## config.mk

```make
export PLATFORM = sky130hd
export DESIGN_NAME = cpu_run_ctrl_flat
export DESIGN_NICKNAME = d
export VERILOG_FILES = /design/src/rtl/cpu_run_ctrl_pkg.sv /design/src/rtl/cpu_run_ctrl_if.sv /design/src/rtl/cpu_run_ctrl_tick_gen.sv /design/src/rtl/cpu_run_ctrl.sv /design/src/flat_wrapper.sv
export SDC_FILE = /design/constraint.sdc
export NUM_CORES = 1
export LEC_CHECK = 0
export ABC_AREA = 1
export BUFFER_PORTS_ARGS = -buffer_cell sky130_fd_sc_hd__buf_4
export CAP_MARGIN = 30
export CORE_ASPECT_RATIO = 1.75
export CORE_UTILIZATION = 40
export DETAILED_ROUTE_END_ITERATION = 8
export HOLD_SLACK_MARGIN = 0.08
export PLACE_DENSITY = 0.66
export SLEW_MARGIN = 5
export SYNTH_ARGS = -nofsm -noshare
export SYNTH_HDL_FRONTEND = slang
export SYNTH_SLANG_ARGS = --single-unit
```

## constraint.sdc

```tcl
create_clock -name clk -period 1.8 [get_ports clk]
set_clock_uncertainty 0.15 [all_clocks]
set_input_delay 0 -clock clk [delete_from_list [all_inputs] [get_ports clk]]
set_output_delay 0 -clock clk [all_outputs]
set_load 0.01 [all_outputs]
```

## src/rtl/cpu_run_ctrl_pkg.sv

```systemverilog
// cpu_run_ctrl_pkg: command/state encodings and default sizes shared by the run controller
package cpu_run_ctrl_pkg;
    typedef enum logic [1:0] {
        CMD_STOP  = 2'b00,
        CMD_STEP  = 2'b01,
        CMD_RUN   = 2'b10,
        CMD_RESET = 2'b11
    } cmd_e;
    typedef enum logic [1:0] {
        ST_IDLE = 2'b00,
        ST_STEP = 2'b01,
        ST_RUN  = 2'b10,
        ST_RST  = 2'b11
    } state_e;
    localparam int DEF_DIV_W      = 26;
    localparam int DEF_ADDR_W     = 8;
    localparam int DEF_RST_CYCLES = 4;
endpackage

```

## src/rtl/cpu_run_ctrl_if.sv

```systemverilog
// cpu_run_ctrl_if: monitor command bus plus core status/enable signals of the run controller
interface cpu_run_ctrl_if
    import cpu_run_ctrl_pkg::*;
#(
    parameter int DIV_W  = DEF_DIV_W,
    parameter int ADDR_W = DEF_ADDR_W
);
    logic              cmd_valid;
    logic              cmd_ready;
    logic [1:0]        cmd;
    logic [DIV_W-1:0]  rate;
    logic              end_sq;
    logic              halt;
    logic [ADDR_W-1:0] pc;
    logic [ADDR_W-1:0] bp_addr;
    logic              bp_valid;
    logic              cpu_ce;
    logic              cpu_reset;
    logic [1:0]        state;
    logic              bp_hit;
    modport master (
        output cmd_valid, cmd, rate, end_sq, halt, pc, bp_addr, bp_valid,
        input  cmd_ready, cpu_ce, cpu_reset, state, bp_hit
    );
    modport slave (
        input  cmd_valid, cmd, rate, end_sq, halt, pc, bp_addr, bp_valid,
        output cmd_ready, cpu_ce, cpu_reset, state, bp_hit
    );
endinterface

```

## src/rtl/cpu_run_ctrl_tick_gen.sv

```systemverilog
// tick_gen: reloadable down-counter producing a tick every rate+1 enabled cycles
module tick_gen #(
    parameter int DIV_W = 26
) (
    input  logic             clk,
    input  logic             rst,
    input  logic             i_load,
    input  logic [DIV_W-1:0] i_rate,
    input  logic             i_en,
    output logic             o_tick
);
    logic [DIV_W-1:0] r_cnt;
    logic [DIV_W-1:0] r_reload;

    assign o_tick = i_en && r_cnt == '0;

    // latch the rate on load so later changes on the input are ignored until the next load
    always_ff @(posedge clk)
        if (rst) begin
            r_cnt    <= '0;
            r_reload <= '0;
        end else if (i_load) begin
            r_cnt    <= i_rate;
            r_reload <= i_rate;
        end else if (i_en)
            r_cnt <= o_tick ? r_reload : r_cnt - DIV_W'(1);
endmodule

```

## src/rtl/cpu_run_ctrl.sv

```systemverilog
// cpu_run_ctrl: STOP/STEP/RUN/RESET_CPU sequencer gating the CDECv core with a 1-cycle clock enable
// Optional PC breakpoint stop in RUN is built when CPU_RUN_BREAKPOINT_EN is defined.
module cpu_run_ctrl
    import cpu_run_ctrl_pkg::*;
#(
    parameter int DIV_W      = DEF_DIV_W,
    parameter int RST_CYCLES = DEF_RST_CYCLES
) (
    input  logic clk,
    input  logic rst,
    cpu_run_ctrl_if.slave bus
);
    localparam int RW = $clog2(RST_CYCLES + 1);

    state_e        r_state;
    state_e        w_next;
    cmd_e          w_cmd;
    logic          w_accept;
    logic          w_stop_cmd;
    logic          w_rst_cmd;
    logic          w_load;
    logic          w_tick;
    logic          w_bnd;
    logic          w_bp_stop;
    logic          w_ce_next;
    logic          r_ce;
    logic          r_cpu_reset;
    logic [RW-1:0] r_rst_cnt;

    assign w_cmd         = cmd_e'(bus.cmd);
    assign bus.cmd_ready = r_state == ST_IDLE || r_state == ST_RUN;
    assign w_accept      = bus.cmd_valid && bus.cmd_ready;
    assign w_stop_cmd    = w_accept && w_cmd == CMD_STOP;
    assign w_rst_cmd     = w_accept && w_cmd == CMD_RESET;
    assign w_load        = w_accept && r_state == ST_IDLE && (w_cmd == CMD_STEP || w_cmd == CMD_RUN);
    assign w_bnd         = r_ce && bus.end_sq;
    assign bus.cpu_ce    = r_ce;
    assign bus.cpu_reset = r_cpu_reset;
    assign bus.state     = r_state;

    tick_gen #(.DIV_W(DIV_W)) u_tick (
        .clk    (clk),
        .rst    (rst),
        .i_load (w_load),
        .i_rate (bus.rate),
        .i_en   (r_state == ST_STEP || r_state == ST_RUN),
        .o_tick (w_tick)
    );

`ifdef CPU_RUN_BREAKPOINT_EN
    logic r_bnd;
    logic r_bp_hit;

    assign w_bp_stop  = r_bnd && r_state == ST_RUN && bus.bp_valid && bus.pc == bus.bp_addr;
    assign bus.bp_hit = r_bp_hit;

    // compare the PC one cycle after a RUN boundary, once the core has advanced it; STOP/RESET/halt outrank the hit
    always_ff @(posedge clk)
        if (rst) begin
            r_bnd    <= 1'b0;
            r_bp_hit <= 1'b0;
        end else begin
            r_bnd    <= r_state == ST_RUN && w_bnd;
            r_bp_hit <= (w_bp_stop && !w_stop_cmd && !w_rst_cmd && !bus.halt) || (r_bp_hit && !w_accept);
        end
`else
    assign w_bp_stop  = 1'b0;
    assign bus.bp_hit = 1'b0;
`endif

    // state register
    always_ff @(posedge clk)
        if (rst) r_state <= ST_IDLE;
        else     r_state <= w_next;

    // next state, priority RESET_CPU > STOP > halt > breakpoint > tick
    always_comb begin
        w_next = r_state;
        case (r_state)
            ST_IDLE: w_next = !w_accept           ? ST_IDLE :
                              w_cmd == CMD_STEP   ? ST_STEP :
                              w_cmd == CMD_RUN    ? ST_RUN  :
                              w_cmd == CMD_RESET  ? ST_RST  : ST_IDLE;
            ST_STEP: w_next = (bus.halt || w_bnd) ? ST_IDLE : ST_STEP;
            ST_RUN:  w_next = w_rst_cmd ? ST_RST :
                              (w_stop_cmd || bus.halt || w_bp_stop) ? ST_IDLE : ST_RUN;
            ST_RST:  w_next = r_rst_cnt == '0 ? ST_IDLE : ST_RST;
            default: w_next = ST_IDLE;
        endcase
    end

    // a tick becomes a core enable only when nothing is pulling us out of STEP/RUN this cycle
    always_comb w_ce_next = w_tick && w_next == r_state;

    // registered core enable, core reset and RST-length counter
    always_ff @(posedge clk)
        if (rst) begin
            r_ce        <= 1'b0;
            r_cpu_reset <= 1'b0;
            r_rst_cnt   <= '0;
        end else begin
            r_ce        <= w_ce_next;
            r_cpu_reset <= w_next == ST_RST;
            r_rst_cnt   <= r_state != ST_RST ? RW'(RST_CYCLES - 1) : r_rst_cnt - RW'(1);
        end
endmodule
```

## src/flat_wrapper.sv

```systemverilog
// flat-port wrapper written by rule: the top's interface ports become plain ports
module cpu_run_ctrl_flat import cpu_run_ctrl_pkg::*;
#(
    parameter int DIV_W      = DEF_DIV_W,
    parameter int RST_CYCLES = DEF_RST_CYCLES
)
  (clk, rst, bus_cmd_valid, bus_cmd, bus_rate, bus_end_sq, bus_halt, bus_pc, bus_bp_addr, bus_bp_valid, bus_cmd_ready, bus_cpu_ce, bus_cpu_reset, bus_state, bus_bp_hit);
  cpu_run_ctrl_if #(.DIV_W(DIV_W)) bus_i ();
  input  logic clk;
  input  logic rst;
  input wire logic [$bits(bus_i.cmd_valid)-1:0] bus_cmd_valid;
  input wire logic [$bits(bus_i.cmd)-1:0] bus_cmd;
  input wire logic [$bits(bus_i.rate)-1:0] bus_rate;
  input wire logic [$bits(bus_i.end_sq)-1:0] bus_end_sq;
  input wire logic [$bits(bus_i.halt)-1:0] bus_halt;
  input wire logic [$bits(bus_i.pc)-1:0] bus_pc;
  input wire logic [$bits(bus_i.bp_addr)-1:0] bus_bp_addr;
  input wire logic [$bits(bus_i.bp_valid)-1:0] bus_bp_valid;
  output wire logic [$bits(bus_i.cmd_ready)-1:0] bus_cmd_ready;
  output wire logic [$bits(bus_i.cpu_ce)-1:0] bus_cpu_ce;
  output wire logic [$bits(bus_i.cpu_reset)-1:0] bus_cpu_reset;
  output wire logic [$bits(bus_i.state)-1:0] bus_state;
  output wire logic [$bits(bus_i.bp_hit)-1:0] bus_bp_hit;
  assign bus_i.cmd_valid = bus_cmd_valid;
  assign bus_i.cmd = bus_cmd;
  assign bus_i.rate = bus_rate;
  assign bus_i.end_sq = bus_end_sq;
  assign bus_i.halt = bus_halt;
  assign bus_i.pc = bus_pc;
  assign bus_i.bp_addr = bus_bp_addr;
  assign bus_i.bp_valid = bus_bp_valid;
  assign bus_cmd_ready = bus_i.cmd_ready;
  assign bus_cpu_ce = bus_i.cpu_ce;
  assign bus_cpu_reset = bus_i.cpu_reset;
  assign bus_state = bus_i.state;
  assign bus_bp_hit = bus_i.bp_hit;
  cpu_run_ctrl #(.DIV_W(DIV_W), .RST_CYCLES(RST_CYCLES)) u_core (.clk(clk), .rst(rst), .bus(bus_i));
endmodule
```

==> insert_results.sql, run 1 <==
INSERT INTO impl_metrics (metric_group, metric, value, unit) VALUES
('status', 'outcome', 'finished clean', ''),
('floorplanning', 'dieArea', '0.00945', 'mm^2'),
('sta', 'final_period_minus_worst_setup_slack', '1790', 'ps'),
('min_path', 'source_of_the_worst_hold_timing_path', 'bus_cmd_valid', ''),
('layout', 'n_fill_cell', '841', ''),
('route', 'total_iterations_of_the_first_detailed_routing_run', '5', ''),
('synth', 'mappedNetlistNets', '620', ''),
('layout', 'proportion_of_layout_cells_with_a_drive_suffix_above_1', '26.5', '%'),
('min_path', 'holdPathStages', '5', ''),
('setup_path', 'critical_path.cell_chain', 'inv_4, ha_4, buf_4, or2_4, bufbuf_16, o21ai_0, a21oi_1', ''),
('layout', 'multi_input_comb_area', '0.00221', 'mm^2'),
('sta', 'setup_tns', '0', 'ps'),
('setup_path', 'criticalPathCategory', 'reg -> reg', ''),
('route', 'routed_wl', '10500', 'um'),
('placement', 'post_dp_cell_area', '0.00442', 'mm^2'),
('route', 'routed_via_density', '4.79', ''),
('setup_path', 'worst_setup_path_end_kind', 'register', ''),
('floorplanning', 'top_level_pins', '56', ''),
('placement', 'place_worst_setup_slack', '-71.2', 'ps'),
('synth', 'synth_seq_area_share', '32.6', '%'),
('setup_path', 'worstReg2RegEnd', 'u_core.u_tick.r_cnt[2]$_SDFFE_PP0P_', ''),
('layout', 'p_r_area_growth_vs_syn', '45.0', '%'),
('pwr', 'power_per_cell_area', '1780', 'mW/mm^2'),
('global_route', 'grt_first_pass_wirelength', '16600', 'um'),
('setup_path', 'path_max_fanout', '16', ''),
('layout', 'area.sequential', '0.00119', 'mm^2'),
('cts', 'total_clock_sinks', '59', ''),
('placement', 'placedCellCount', '746', ''),
('synth', 'post_synth_num_cell_types', '35', ''),
('synth', 'largest_area_contributor_in_the_netlist', 'sky130_fd_sc_hd__dfxtp_1', ''),
('cts', 'cts-buffers-inserted', '9', ''),
('setup_path', 'critical_path_arrival', '1870', 'ps'),
('sta', 'setup_viol', '0', ''),
('layout', 'antenna_cells_inserted', '0', ''),
('floorplanning', 'placeableCoreArea', '0.00873', 'mm^2'),
('sta', 'finalWorstSetupSlack', '5.54', 'ps'),
('route', 'drt_drc_violations_left', '0', ''),
('layout', 'mostFrequentLayoutCell', 'sky130_fd_sc_hd__nand2_1', ''),
('setup_path', 'crit-reg2reg-launch', 'u_core.bus.state[0]$_SDFF_PP0_', ''),
('sta', 'hold-worst-slack', '85.5', 'ps'),
('synth', 'synth.ff_latch_count', '59', ''),
('min_path', 'min_to', 'u_core.u_tick.r_cnt[5]$_SDFFE_PP0P_', ''),
('layout', 'final_net_count', '742', ''),
('sta', 'rsz0062_at_grt', 'yes', ''),
('setup_path', 'max_stage_delay', '340', 'ps'),
('sta', 'maxClockFrequency', '0.557', 'GHz'),
('placement', 'port_buffers', '37', ''),
('global_route', 'pin_count_of_the_biggest_net_entering_global_routing', '34', ''),
('layout', 'layout_common_cells', 'sky130_fd_sc_hd__nand2_1, sky130_fd_sc_hd__buf_4, sky130_fd_sc_hd__inv_1', ''),
('sta', 'final.period_utilization', '99.7', '%'),
('setup_path', 'critical-path-slowest-cell', 'sky130_fd_sc_hd__dfxtp_2', ''),
('global_route', 'grt_pass1_vias', '3677', ''),
('global_route', 'grtUsageTotal', '23.5', '%'),
('placement', 'hpwlAfterDp', '7170', 'um'),
('cts', 'root_buffer', 'sky130_fd_sc_hd__clkbuf_16', ''),
('sta', 'final-hold-violation-count', '0', ''),
('layout', 'final_design_area_no_fill', '0.00525', 'mm^2'),
('synth', 'synth_top_cell_area_share', '32.6', '%'),
('setup_path', 'reg2reg_setup_slack', '6', 'ps'),
('cts', 'insertion_delay', '340', 'ps'),
('layout', 'final_cells', '800', ''),
('route', 'routed-via-count', '3830', ''),
('cts', 'cts_buffer_depth', '2', ''),
('synth', 'synthesis.instances', '557', ''),
('cts', 'cts_tree', 'yes', ''),
('route', 'route.antenna.remaining_nets', '0', ''),
('sta', 'max_slew_violation_count', '0', ''),
('route', 'drt_iter0_markers', '262', ''),
('setup_path', 'startpoint_type', 'register', ''),
('floorplanning', 'core.rowCount', '45', ''),
('global_route', 'globalRoute.totalOverflow', '0', '');
## state kept, by name, indices dropped and copies added, names as in the netlist
signal / count
u_core.bus.cpu_ce: 1
u_core.bus.cpu_reset: 1
u_core.bus.state: 2
u_core.r_rst_cnt: 3
u_core.u_tick.r_cnt: 26
u_core.u_tick.r_reload: 26
## per-stage QoR
| stage | utilization [%] | total power [mW] |
|---|---|---|
| 2_1_floorplan | - | 5.26 |
| 3_3_place_gp | 50.7 | 6.90 |
| 3_5_place_dp | 50.7 | 6.98 |
| 4_1_cts | 57.8 | 8.88 |
| 5_1_grt | 60.1 | 10.1 |
| 6_report | 60.1 | 9.34 |
## worst max path at each step
stage | start | to | slack, ps | cells after the start
6_report | u_core.bus.state[0]$_SDFF_PP0_ | u_core.u_tick.r_cnt[2]$_SDFFE_PP0P_ | 6 | 7
3_5_place_dp | u_core.u_tick.r_cnt[0]$_SDFFE_PP0P_ | u_core.u_tick.r_cnt[20]$_SDFFE_PP0P_ | -70 | 11
3_3_place_gp | u_core.u_tick.r_cnt[0]$_SDFFE_PP0P_ | u_core.u_tick.r_cnt[19]$_SDFFE_PP0P_ | -10 | 11
5_1_grt | u_core.u_tick.r_cnt[18]$_SDFFE_PP0P_ | u_core.u_tick.r_cnt[20]$_SDFFE_PP0P_ | -90 | 10
2_1_floorplan | u_core.bus.state[1]$_SDFF_PP0_ | u_core.u_tick.r_cnt[8]$_SDFFE_PP0P_ | 7 | 10
4_1_cts | u_core.bus.state[0]$_SDFF_PP0_ | u_core.u_tick.r_cnt[15]$_SDFFE_PP0P_ | 0.1 | 7
## cells by family (layout without fill, tap and decap cells)
group | after synthesis | after routing | synth area share (%)
compound gates | 104 | 104 | 15.4
xor+xnor | 9 | 9 | 2.18
fa+ha+maj | 13 | 13 | 4.49
buf+inv | 96 | 222 | 10.5
flops | 59 | 59 | 32.6
other cells | 1 | 1 | 0.104
simple gates | 275 | 275 | 34.7
## worst max-delay path: cells and delay by family, from the launching register on
kind / cells / cell delay, ps
AO/OA/AOI/OAI: 2 / 200
adder cells (fa/ha/maj): 1 / 230
buffers and inverters: 3 / 490
flip-flops: 1 / 340
AND/OR/NAND/NOR: 1 / 270
## area by class of cell
| cell class | instances | area share, % |
|---|---|---|
| tap | 117 | 2.79 |
| clock inverter | 3 | 0.286 |
| clock buffer | 12 | 4.70 |
| inverter | 75 | 5.41 |
| sequential | 59 | 22.8 |
| multi-input combinational | 402 | 42.1 |
| timing repair buffer | 132 | 22.0 |
## cell usage after synthesis (all sizes together)
master / n
a21oi: 53
and2: 2
buf: 9
clkbuf: 12
conb: 1
dfxtp: 59
ha: 13
inv: 75
nand2: 164
nand3: 30
nand3b: 9
nand4: 9
nor2: 56
nor3: 4
o211ai: 1
o21a: 1
o21ai: 41
o21bai: 8
or2: 1
xnor2: 2
xor2: 7
## power by group
| part | internal (mW) | switching, mW |
|---|---|---|
| Combinational | 2.59 | 3.27 |
| Clock | 0.950 | 0.571 |
| Sequential | 1.69 | 0.270 |
## metal layers
metal / vias up / GRT usage, % / wire (um)
met1: 1735 / 23.7 / 4190
met2: 58 / 44.5 / 5720
met3: 22 / 3.54 / 245
met5: - / 0 / 0
met4: 0 / 12.0 / 329
li1: 2015 / - / -
## timing repair
item                                    4_1_cts  5_1_grt
buffers inserted                              1        9
hold endpoints to repair                     59        0
gates resized for setup                      12       53
endpoints found under the setup margin       25       25
gates cloned                                  1        0
pin swaps                                     4       11
hold buffers                                 29        0
No activity file was read; power rests on OpenSTA's default activity.
==> inputs of run 2 (changes only) <==
--- a/config.mk
+++ b/config.mk
@@ -6,7 +6,7 @@
 export NUM_CORES = 1
 export LEC_CHECK = 0
 export ABC_AREA = 1
-export BUFFER_PORTS_ARGS = -buffer_cell sky130_fd_sc_hd__buf_4
+export BUFFER_PORTS_ARGS = -buffer_cell sky130_fd_sc_hd__buf_2
 export CAP_MARGIN = 30
 export CORE_ASPECT_RATIO = 1.75
 export CORE_UTILIZATION = 40
==> insert_results.sql, run 2 (synthesis gave the netlist of run 1 again) <==
INSERT INTO impl_metrics (metric_group, metric, value, unit) VALUES
('status', 'outcome', 'finished clean', ''),
('sta', 'finalWorstSetupSlack', '33.7', 'ps'),
('cts', 'insertion_delay', '330', 'ps'),
('floorplanning', 'die_width', '73.9', 'um'),
('sta', 'rsz0062_at_grt', 'yes', ''),
('cts', 'cts_tree', 'yes', ''),
('setup_path', 'critical-path-top-cell-by-count', 'sky130_fd_sc_hd__nand2_4', ''),
('route', 'routedWlPerCell', '13.3', 'um'),
('setup_path', 'critPathRequiredTime', '1910', 'ps'),
('sta', 'max_slew_violation_count', '0', ''),
('pwr', 'p_clk_share', '17.0', '%'),
('sta', 'final-hold-violation-count', '0', ''),
('route', 'drt_iter0_markers', '173', ''),
('floorplanning', 'die-height', '128', 'um'),
('setup_path', 'worst_setup_path_end_kind', 'register', ''),
('global_route', 'antenna_found_initial', '0', ''),
('pwr', 'power_frac_seq', '20.8', '%'),
('setup_path', 'startpoint_type', 'register', ''),
('setup_path', 'criticalPathCategory', 'reg -> reg', ''),
('global_route', 'grtUsageTotal', '23.7', '%'),
('setup_path', 'worstReg2RegEnd', 'u_core.u_tick.r_cnt[12]$_SDFFE_PP0P_', ''),
('layout', 'reg.largest.list', 'u_core.u_tick.r_cnt x26, u_core.u_tick.r_reload x26, u_core.r_rst_cnt x3', ''),
('min_path', 'holdPathStages', '5', ''),
('pwr', 'power_per_cell_area', '1840', 'mW/mm^2'),
('placement', 'post_dp_cell_area', '0.00425', 'mm^2'),
('setup_path', 'crit-reg2reg-launch', 'u_core.u_tick.r_cnt[1]$_SDFFE_PP0P_', ''),
('global_route', 'grt_first_pass_wirelength', '16800', 'um'),
('route', 'routed_via_density', '4.94', ''),
('placement', 'port_buffers', '37', ''),
('setup_path', 'cp_num_cells', '11', ''),
('setup_path', 'max_stage_delay', '320', 'ps'),
('setup_path', 'reg2reg_setup_slack', '30', 'ps'),
('layout', 'final_net_count', '729', ''),
('sta', 'final.period_utilization', '98.1', '%'),
('min_path', 'worstHoldPathType', 'in -> reg', ''),
('pwr', 'p_comb_share', '62.1', '%'),
('global_route', 'globalRoute.totalOverflow', '0', ''),
('cts', 'path_clk_slew', '50', 'ps'),
('setup_path', 'critical_path_end', 'u_core.u_tick.r_cnt[12]$_SDFFE_PP0P_', ''),
('cts', 'cts_buffer_depth', '2', ''),
('cts', 'root_buffer', 'sky130_fd_sc_hd__clkbuf_16', ''),
('pwr', 'netSwitchingFraction', '44.2', '%'),
('sta', 'hold-worst-slack', '110', 'ps'),
('layout', 'n_fill_cell', '848', ''),
('route', 'drt_drc_violations_left', '0', ''),
('sta', 'final_period_minus_worst_setup_slack', '1770', 'ps'),
('setup_path', 'critical_path_arrival', '1880', 'ps'),
('pwr', 'total_leakage_power', '2.46', 'nW'),
('layout', 'antenna_cells_inserted', '0', ''),
('layout', 'p_r_area_growth_vs_syn', '40.8', '%'),
('setup_path', 'path_max_fanout', '12', ''),
('placement', 'hpwlAfterDp', '7230', 'um'),
('placement', 'globalplace.congestion', '0.895', ''),
('global_route', 'pin_count_of_the_biggest_net_entering_global_routing', '34', ''),
('pwr', 'power_switching', '4.15', 'mW'),
('placement', 'placedCellCount', '736', ''),
('layout', 'proportion_of_layout_cells_with_a_drive_suffix_above_1', '26.1', '%'),
('layout', 'final_cells', '787', ''),
('floorplanning', 'top_level_pins', '56', ''),
('cts', 'cts-buffers-inserted', '9', ''),
('floorplanning', 'core.rowCount', '45', ''),
('setup_path', 'buf_inv_stages_crit_path', '3', ''),
('pwr', 'intPower', '5.24', 'mW'),
('setup_path', 'critical-path-slowest-cell', 'sky130_fd_sc_hd__dfxtp_2', ''),
('setup_path', 'worst_path_top_cell_family_by_delay', 'simple AND/OR/NAND/NOR gates', ''),
('floorplanning', 'dieArea', '0.00945', 'mm^2'),
('route', 'routed-via-count', '3890', ''),
('floorplanning', 'placeableCoreArea', '0.00873', 'mm^2'),
('layout', 'layout_common_cells', 'sky130_fd_sc_hd__nand2_1, sky130_fd_sc_hd__inv_1, sky130_fd_sc_hd__dfxtp_1', ''),
('route', 'total_iterations_of_the_first_detailed_routing_run', '4', ''),
('sta', 'setup_viol', '0', ''),
('route', 'route.antenna.remaining_nets', '0', ''),
('floorplanning', 'initial_core_utilization', '41.5', '%'),
('flow_run', 'cap_viol_max_count', '0', ''),
('setup_path', 'critical_path.cell_chain', 'inv_2, ha_4, nand2_4, nor2_8, nand2_4, nor2_4, nand3_4, buf_6, o21bai_1, inv_1, a21oi_1', ''),
('route', 'routed_wl', '10500', 'um'),
('cts', 'h-tree-depth', '3', ''),
('layout', 'final_design_area_no_fill', '0.00509', 'mm^2'),
('sta', 'setup_tns', '0', 'ps'),
('setup_path', 'startpoint', 'u_core.u_tick.r_cnt[1]$_SDFFE_PP0P_', ''),
('setup_path', 'ff2ff_path_depth', '11', ''),
('cts', 'total_clock_sinks', '59', ''),
('global_route', 'grt_pass1_vias', '3777', ''),
('placement', 'place_worst_setup_slack', '-44.0', 'ps'),
('pwr', 'vdd.ir_drop.worst', '844', 'uV'),
('sta', 'maxClockFrequency', '0.566', 'GHz'),
('layout', 'mostFrequentLayoutCell', 'sky130_fd_sc_hd__nand2_1', '');
==> run 2: layer usage <==
layer / vias to the layer above / GRT usage (%) / wire (um)
met3: 43 / 4.56 / 325
met4: 0 / 15.3 / 684
met1: 1762 / 23.5 / 3970
met5: - / 0 / 0
met2: 105 / 43.0 / 5470
li1: 1980 / - / -
==> run 2: repair_timing <==
action | CTS | global route
pin swaps | 2 | 18
hold buffers | 29 | 0
endpoints found under the setup margin | 13 | 27
setup buffers | 1 | 4
gates resized for setup | 5 | 65
endpoints found under the hold margin | 57 | 0
gates cloned | 1 | 1
==> run 2: layout make-up <==
type                       count  area, um^2  share of cell area [%]
clock buffer                  13         270                    5.30
clock inverter                 2        10.0                   0.196
inverter                      75         282                    5.53
multi-input combinational    403        2260                    44.3
sequential                    59        1190                    23.4
tap                          117         146                    2.87
timing repair buffer         118         938                    18.4
==> run 2: per-stage QoR <==
stage                     power [mW]  util, %
final                           9.39     58.4
after global routing            10.2     58.4
after CTS                       8.85     56.0
after detailed placement        6.91     48.7
after global placement          6.84     48.7
after floorplan                 5.26        -
==> run 2: worst register-to-register path, stage by stage, from the launching register on <==
cell	delay [ps]
sky130_fd_sc_hd__dfxtp_2	320
sky130_fd_sc_hd__inv_2	70
sky130_fd_sc_hd__ha_4	150
sky130_fd_sc_hd__nand2_4	80
sky130_fd_sc_hd__nor2_8	170
sky130_fd_sc_hd__nand2_4	70
sky130_fd_sc_hd__nor2_4	110
sky130_fd_sc_hd__nand3_4	110
sky130_fd_sc_hd__buf_6	160
sky130_fd_sc_hd__o21bai_1	130
sky130_fd_sc_hd__inv_1	50
sky130_fd_sc_hd__a21oi_1	120
==> run 2: power by group through the flow <==
stage	combinational, mW	sequential (mW)	clock, mW
CTS	5.29	1.92	1.64
global route	6.50	1.99	1.69
floorplan	3.31	1.95	0
global placement	4.91	1.94	0
detailed placement	4.97	1.94	0
finish	5.83	1.96	1.60
==> run 2: worst min-delay path by stage <==
stage,endpoint,from
floorplan,u_core.u_tick.r_reload[24]$_SDFFE_PP0P_,bus_rate[24]
global placement,u_core.u_tick.r_reload[2]$_SDFFE_PP0P_,bus_rate[2]
detailed placement,u_core.u_tick.r_reload[8]$_SDFFE_PP0P_,bus_rate[8]
CTS,u_core.u_tick.r_reload[21]$_SDFFE_PP0P_,bus_cmd_valid
global route,u_core.u_tick.r_reload[21]$_SDFFE_PP0P_,bus_cmd_valid
finish,u_core.u_tick.r_reload[21]$_SDFFE_PP0P_,bus_cmd_valid
